## src/rtl/regfile_pkg.sv

```systemverilog
// Shared constants and FSM encoding for the self-clearing MIPS register file.
package regfile_pkg;

  localparam int unsigned REG_W    = 32;
  localparam int unsigned ADDR_W   = 5;
  localparam int unsigned NUM_REGS = 32;

  localparam logic [ADDR_W-1:0] ZERO_ADDR  = '0;
  localparam logic [ADDR_W-1:0] FIRST_ADDR = ADDR_W'(1);
  localparam logic [ADDR_W-1:0] LAST_ADDR  = ADDR_W'(NUM_REGS - 1);

  typedef enum logic {
    ST_CLEAR = 1'b0,
    ST_RUN   = 1'b1
  } state_e;

endpackage

```

## src/rtl/regfile_autoclr_decoder1to32.sv

```systemverilog
// One-hot write-enable decoder; entry 0 is the hard-wired zero register and never enabled.
module decoder1to32
  import regfile_pkg::*;
(
  input  logic [ADDR_W-1:0]   addr_i,
  input  logic                en_i,
  output logic [NUM_REGS-1:0] onehot_o
);

  always_comb begin
    onehot_o = '0;
    if (en_i && addr_i != ZERO_ADDR) begin
      onehot_o[addr_i] = 1'b1;
    end
  end

endmodule

```

## src/rtl/regfile_autoclr.sv

```systemverilog
// 32x32 register file with an internal clear sequencer that zeroes entries 1..31 after
// reset or on clr_req. Define REGFILE_WR_BYPASS_EN for same-cycle write-to-read forwarding.
module regfile_autoclr
  import regfile_pkg::*;
(
  input  logic              clk,
  input  logic              reset,
  input  logic              wr_valid,
  output logic              wr_ready,
  input  logic [ADDR_W-1:0] wr_addr,
  input  logic [REG_W-1:0]  wr_data,
  input  logic              clr_req,
  input  logic [ADDR_W-1:0] ra1,
  input  logic [ADDR_W-1:0] ra2,
  output logic [REG_W-1:0]  rd1,
  output logic [REG_W-1:0]  rd2,
  output logic              busy
);

  state_e              state_q, state_d;
  logic [ADDR_W-1:0]   clr_cnt_q, clr_cnt_d;

  logic                wsel_en;
  logic [ADDR_W-1:0]   wsel_addr;
  logic [REG_W-1:0]    wsel_data;
  logic [NUM_REGS-1:0] we;

  // Storage cells carry no reset; the clear sequencer establishes known contents.
  logic [REG_W-1:0]    mem_q [NUM_REGS];
  logic [REG_W-1:0]    mem_d [NUM_REGS];

  always_ff @(posedge clk or posedge reset) begin
    if (reset) begin
      state_q   <= ST_CLEAR;
      clr_cnt_q <= FIRST_ADDR;
    end else begin
      state_q   <= state_d;
      clr_cnt_q <= clr_cnt_d;
    end
  end

  always_comb begin
    state_d   = state_q;
    clr_cnt_d = clr_cnt_q;
    unique case (state_q)
      ST_CLEAR: begin
        clr_cnt_d = clr_cnt_q + ADDR_W'(1);
        if (clr_cnt_q == LAST_ADDR) begin
          state_d = ST_RUN;
        end
      end
      ST_RUN: begin
        if (clr_req) begin
          state_d   = ST_CLEAR;
          clr_cnt_d = FIRST_ADDR;
        end
      end
      default: ;
    endcase
  end

  assign busy     = (state_q == ST_CLEAR);
  assign wr_ready = (state_q == ST_RUN);

  always_comb begin
    wsel_en   = wr_valid;
    wsel_addr = wr_addr;
    wsel_data = wr_data;
    if (state_q == ST_CLEAR) begin
      wsel_en   = 1'b1;
      wsel_addr = clr_cnt_q;
      wsel_data = '0;
    end
  end

  decoder1to32 u_dec (
    .addr_i   (wsel_addr),
    .en_i     (wsel_en),
    .onehot_o (we)
  );

  always_comb begin
    for (int i = 0; i < NUM_REGS; i++) begin
      mem_d[i] = we[i] ? wsel_data : mem_q[i];
    end
  end

  always_ff @(posedge clk) begin
    mem_q <= mem_d;
  end

  always_comb begin
    rd1 = '0;
    rd2 = '0;
    if (state_q == ST_RUN) begin
      rd1 = mem_q[ra1];
      rd2 = mem_q[ra2];
`ifdef REGFILE_WR_BYPASS_EN
      if (wr_valid && wr_addr != ZERO_ADDR) begin
        if (ra1 == wr_addr) rd1 = wr_data;
        if (ra2 == wr_addr) rd2 = wr_data;
      end
`endif
      if (ra1 == ZERO_ADDR) rd1 = '0;
      if (ra2 == ZERO_ADDR) rd2 = '0;
    end
  end

endmodule
```

## config.mk

```make
export PLATFORM = sky130hd
export DESIGN_NAME = regfile_autoclr
export DESIGN_NICKNAME = d
export VERILOG_FILES = /design/src/rtl/regfile_pkg.sv /design/src/rtl/regfile_autoclr_decoder1to32.sv /design/src/rtl/regfile_autoclr.sv
export SDC_FILE = /design/constraint.sdc
export NUM_CORES = 1
export LEC_CHECK = 0
export CAP_MARGIN = 40
export CORE_MARGIN = 2
export CORE_UTILIZATION = 36
export CTS_CLUSTER_DIAMETER = 120
export DETAILED_ROUTE_END_ITERATION = 6
export SETUP_SLACK_MARGIN = 0.2
export SYNTH_ARGS = -nofsm -noshare
export SYNTH_HDL_FRONTEND = slang
export SYNTH_SLANG_ARGS = --single-unit
export TNS_END_PERCENT = 10
```

## constraint.sdc

```tcl
create_clock -name clk -period 3.32 [get_ports clk]
set_input_delay 0.996 -clock clk [delete_from_list [all_inputs] [get_ports clk]]
set_output_delay 0.996 -clock clk [all_outputs]
set_load 0.03 [all_outputs]
```

Word level (Yosys, flattened, before mapping):

Cells that the tools add are included.

* reductions and logical operators: 5
* equal/unequal tests: 2
* muxes and demuxes: 21
* $add $sub $neg: 1
* magnitude comparators: 4
* bitwise logic cells: 3

Operators with widths (number)
* 32-bit binary-select mux with 5-bit select: 2
* 32-bit 2-to-1 mux: 10
* 6-bit greater-or-equal comparator, second input constant: 2
* 5-bit inverter with 6-bit output: 2
* 5-bit zero test: 2
* 5-bit 2-to-1 mux: 2
* 5-bit case mux with 2 select lines: 1
* 5-bit by 6-bit less-than comparator with 1-bit output, second input constant: 1
* 5-bit by 1-bit adder with 5-bit output, second input constant: 1
* 1-bit demux with 5-bit select: 1
* 5-bit equality test, second input constant: 1
* 5-bit by 1-bit greater-or-equal comparator with 1-bit output, second input constant: 1
* 5-bit nonzero test: 1
* 1-bit 2-to-1 mux: 4
* 1-bit logical AND: 2
* 2-bit != test, second input constant: 1
* 1-bit case mux with 2 select lines: 1
* 1-bit inverter: 1

* register bits: 1030

Depth between registers and ports, before layout:

* depth after elaboration: 6
* gate-level depth with buffers: 7

Modules after synthesis:

Synthesis repeated with hierarchy kept, for this count alone.

* cell total of the unflattened synthesis: 2844
* area, all modules: 46876.2 sq um

Modules (own cells, without submodules)
* regfile_autoclr: sequential area each 29940.0 sq um, times used 1, area an instance 46638.5 sq um, cells an instance 2796
* decoder1to32: sequential area each 0.0 sq um, times used 1, area an instance 237.7 sq um, cells an instance 48

Worst setup path after synthesis:

No wires, ideal clock.

* kind: input to output
* from: in ra1[1]
* to: out rd1[10]
* arrival: 2.336 ns
* path slack: -0.012 ns
* cell stages on the path: 5
* buffers on the path: 2
* path through: buf_2 > buf_1 > mux4_2 > a22oi_1 > nand4_1

* cells in the longest elaborated chain, start to end: 6
* elaborated cells on any way between the ends: 7

RTL lines
* start: declaration: RTL line regfile_autoclr.sv:13 `input logic [ADDR_W-1:0] ra1,`
* 5-bit inverter with 6-bit output (not written as such): RTL line regfile_autoclr.sv:96 `rd1 = mem_q[ra1];`
* 32-bit binary-select mux with 5-bit select: RTL line regfile_autoclr.sv:96
* 32-bit 2-to-1 mux (not written as such) (2 in a row): RTL line regfile_autoclr.sv:96
* 32-bit 2-to-1 mux (*): RTL line regfile_autoclr.sv:104 `if (ra1 == ZERO_ADDR) rd1 = '0;`
* 32-bit 2-to-1 mux (*): RTL line regfile_autoclr.sv:95 `if (state_q == ST_RUN) begin`
* end: declaration: RTL line regfile_autoclr.sv:15 `output logic [REG_W-1:0] rd1,`

Mark *: on every way between the ends. The rest lies on a longest branch, timed or not. The select of a mux whose other input is x is not followed.

Worst setup path after layout:

* from: in ra1[0]
* to: out rd1[2]

The elaborated chain is that of the path after synthesis.

==> reports/metrics.cfg <==
[run_status]
status=finished, violations left
violations=negative setup slack

[grt]
grt_overflow=0
track_usage=0.231
grt_max_degree=35
grt_pass1_wl_um=219000
antenna_found_initial=5
grt_pass1_vias=31100

[detailed_routing]
dr.pass1.iters=5
first_iter_violations=3468
vias=30700
routed_wl_um=155000
drc=0
viasPerCell=5.93
wl_per_cell_um=30.1
ant_nets=0

[setup_path]
cp_data_required_time_ps=2320
worstReg2RegStart=wr_ready$_DFF_PP0_
worstSetupPathType=input port to output port
worstReg2RegEnd=mem_q[585]$_DFFE_PP_
cp_max_fo=17
r2r_slack_ps=880
end_kind=output port
startpoint_type=input port
worst-r2r-cell-count=7
cp_data_arrival_time_ps=2800

[sta]
tightestPinTransition_ps=440
holdWs_ps=562
finalHoldViolCount=0
relSlewSlack=0.707
layout_setup_ws_ps=-477
fmax_mhz=263
rsz0062_at_grt=true
setup_violations=64
slew_violations=0
finalSetupTns_ps=-23250
finClkSkew_ps=21.0
finalCriticalPeriod_ps=3800
post-route-period-util=1.14

[clock_network]
numCtsBuffers=102
cts-root-buf=clkbuf_16
path_clk_slew_ps=60
cts_hold_buf=0
cts_tree=built
cts.path.max_buffers=3
clkLatencyLatePin_ps=690
htreeDepth=3
cts_sinks=998

[pwr]
p_seq_frac=0.480
p_sw_frac=0.280
switchingPower_mw=9.45
internal-power_mw=24.3
power.leakage_nw=21.1
pwr-share-comb=0.189
power.density_mw_per_mm2=567
clkPwrFrac=0.331
ir_drop_mv=0.446

[yosys]
ys.flop_type=edfxtp_1
ys_seq_area_frac=0.643
yosysWarnings=0
synth_cell_types=40
synthCells=2853
ys_top_cells_by_area=edfxtp_1 (64%), mux2i_1 (12%), mux4_2 (9.3%)
synth_edf_count=992
synth_top_area_cell=edfxtp_1
syn_area_sq_mm=0.0466
synth.top_cell.area_share=0.640
syn_nets=2906
postSynthAreaPerCell_sq_um=16.3
async_reset_ff_frac=0.00601
ys_ff_latch=998

[die]
die_w_um=364
fp.dieArea_sq_mm=0.132
fp.coreArea_sq_mm=0.128
dieHeight_um=364
start_util=0.364
num_rows=131
ioPinCount=117

[job]
max-cap-violations=0

[hold_path]
holdPathEnd=clr_cnt_q[3]$_DFFE_PP0P_
hold_start=clr_cnt_q[3]$_DFFE_PP0P_
hp-class=flip-flop to flip-flop
min_path_cells=1

[placed_design]
place.gp.congestion=0.868
portBuffers=116
dp_hpwl_um=102000

[finish]
area_growth_pct=27.7
num-nets-final=3413
layout-drive-gt1-share=0.333

-- power by group through the flow --
| stage | clock (mW) | sequential, mW | combinational [mW] |
|---|---|---|---|
| floorplan | 0 | 16.3 | 2.93 |
| detailed placement | 0 | 16.4 | 6.00 |
| global route | 11.8 | 16.3 | 6.62 |
| CTS | 11.3 | 16.2 | 6.27 |
| finish | 11.2 | 16.2 | 6.36 |
| global placement | 0 | 16.4 | 5.93 |
-- flip-flops by register name, indices dropped and copies added, names as in the netlist --
| signal | cells |
|---|---|
| clr_cnt_q | 5 |
| mem_q | 992 |
| wr_ready | 1 |
-- metrics by stage --
stage | std cells | total power [mW] | worst slack (ps) | cell area (sq um) | util
4_1_cts | 5159 | 33.7 | -438 | 59000 | 0.461
3_5_place_dp | 4943 | 22.4 | -1130 | 54300 | 0.424
3_3_place_gp | 4936 | 22.3 | -1100 | 54200 | 0.423
2_1_floorplan | 2853 | 19.3 | 65.3 | 46700 | -
5_1_grt | 5168 | 34.7 | -495 | 59400 | 0.464
6_report | 5168 | 33.7 | -477 | 59400 | 0.464
-- worst max path at each step --
| stage | from | endpoint | depth (start not counted) | slack (ps) |
|---|---|---|---|---|
| after CTS | wr_ready$_DFF_PP0_ | rd1[12] | 8 | -440 |
| after global routing | wr_ready$_DFF_PP0_ | rd1[0] | 8 | -490 |
| after detailed placement | ra1[2] | rd1[16] | 9 | -1130 |
| after global placement | ra1[2] | rd1[16] | 9 | -1100 |
| after floorplan | ra1[0] | rd1[22] | 5 | 70 |
| final | ra1[0] | rd1[2] | 9 | -480 |
-- worst max-delay path, cell delays in order --
cell     delay (ps)
buf_16          150
buf_4           170
nor2b_4         150
buf_12          140
buf_4           180
a22oi_1         140
a22oi_2         280
nand4_1         300
buf_6           240
-- cells in the final DEF, fill, tap and decap left out, types with 5 or more instances in the layout --
cell type	synthesis	routed
mux4_2	192	192
clkinv_2	0	22
clkbuf_1	70	22
mux2i_1	577	568
edfxtp_1	992	992
nand2_1	140	140
a221oi_4	0	9
nor2_4	0	39
clkinv_1	0	16
buf_12	0	147
nand4_1	64	64
a22oi_2	0	70
buf_16	0	18
a221oi_2	0	45
o22ai_2	0	13
buf_6	24	76
a22oi_1	192	122
buf_4	28	331
inv_1	6	5
bufinv_16	0	6
o21ai_1	18	39
clkdlybuf4s50_1	0	40
a221oi_1	64	10
buf_8	0	12
o22ai_1	193	179
and2_1	34	32
or3b_4	0	6
nor2_1	44	5
mux2i_2	0	9
o21ai_0	50	27
clkbuf_16	0	106
-- synthesized netlist by cell type (3+ instances only) --
master	number
edfxtp_1	992
mux2i_1	577
o22ai_1	193
a22oi_1	192
mux4_2	192
nand2_1	140
buf_2	106
clkbuf_1	70
a221oi_1	64
nand4_1	64
o21ai_0	50
nor2_1	44
and2_1	34
buf_4	28
buf_6	24
o21ai_1	18
inv_1	6
nor3_1	6
or3b_1	6
dfrtp_1	5
nand2b_1	5
nand3_1	4
nand3b_1	4
nor2b_1	3
o2bb2ai_1	3
-- kinds of logic (layout without fill, tap and decap cells) --
group | Yosys count | count (layout) | share of synthesized area
AOI/OAI and AO/OA | 528 | 528 | 0.0781
adders and majority gates | 2 | 2 | 0.000537
other | 0 | 1 | 0
DFF | 998 | 998 | 0.643
and+or+nand+nor | 317 | 317 | 0.0329
buffers and inverters | 238 | 823 | 0.0282
muxes | 770 | 770 | 0.217
-- routing by layer --
layer	track usage	vias up	wire, um
met5	0	-	26
met4	0.0835	4	6190
met3	0.0346	323	12300
met2	0.386	1478	75100
met1	0.305	15900	61800
li1	-	12900	-
-- repair_timing --
item | CTS | global route
hold endpoints to repair | 0 | 0
pin swaps | 53 | 30
setup endpoints to repair | 65 | 64
resized for setup | 271 | 71
setup buffers | 27 | 6
cloned | 7 | 2
-- final cells by class --
type                    instances  area, sq um
clock inverters                56          492
well taps                    1729         2160
clock buffers                 126         2690
repair buffers                634         7510
flip-flops and latches        998        29900
fillers                     10900        68600
inverters                       7         28.8
diodes                          1         2.50
multi-input cells            1617        16600
(Power assumes the default switching activity.)
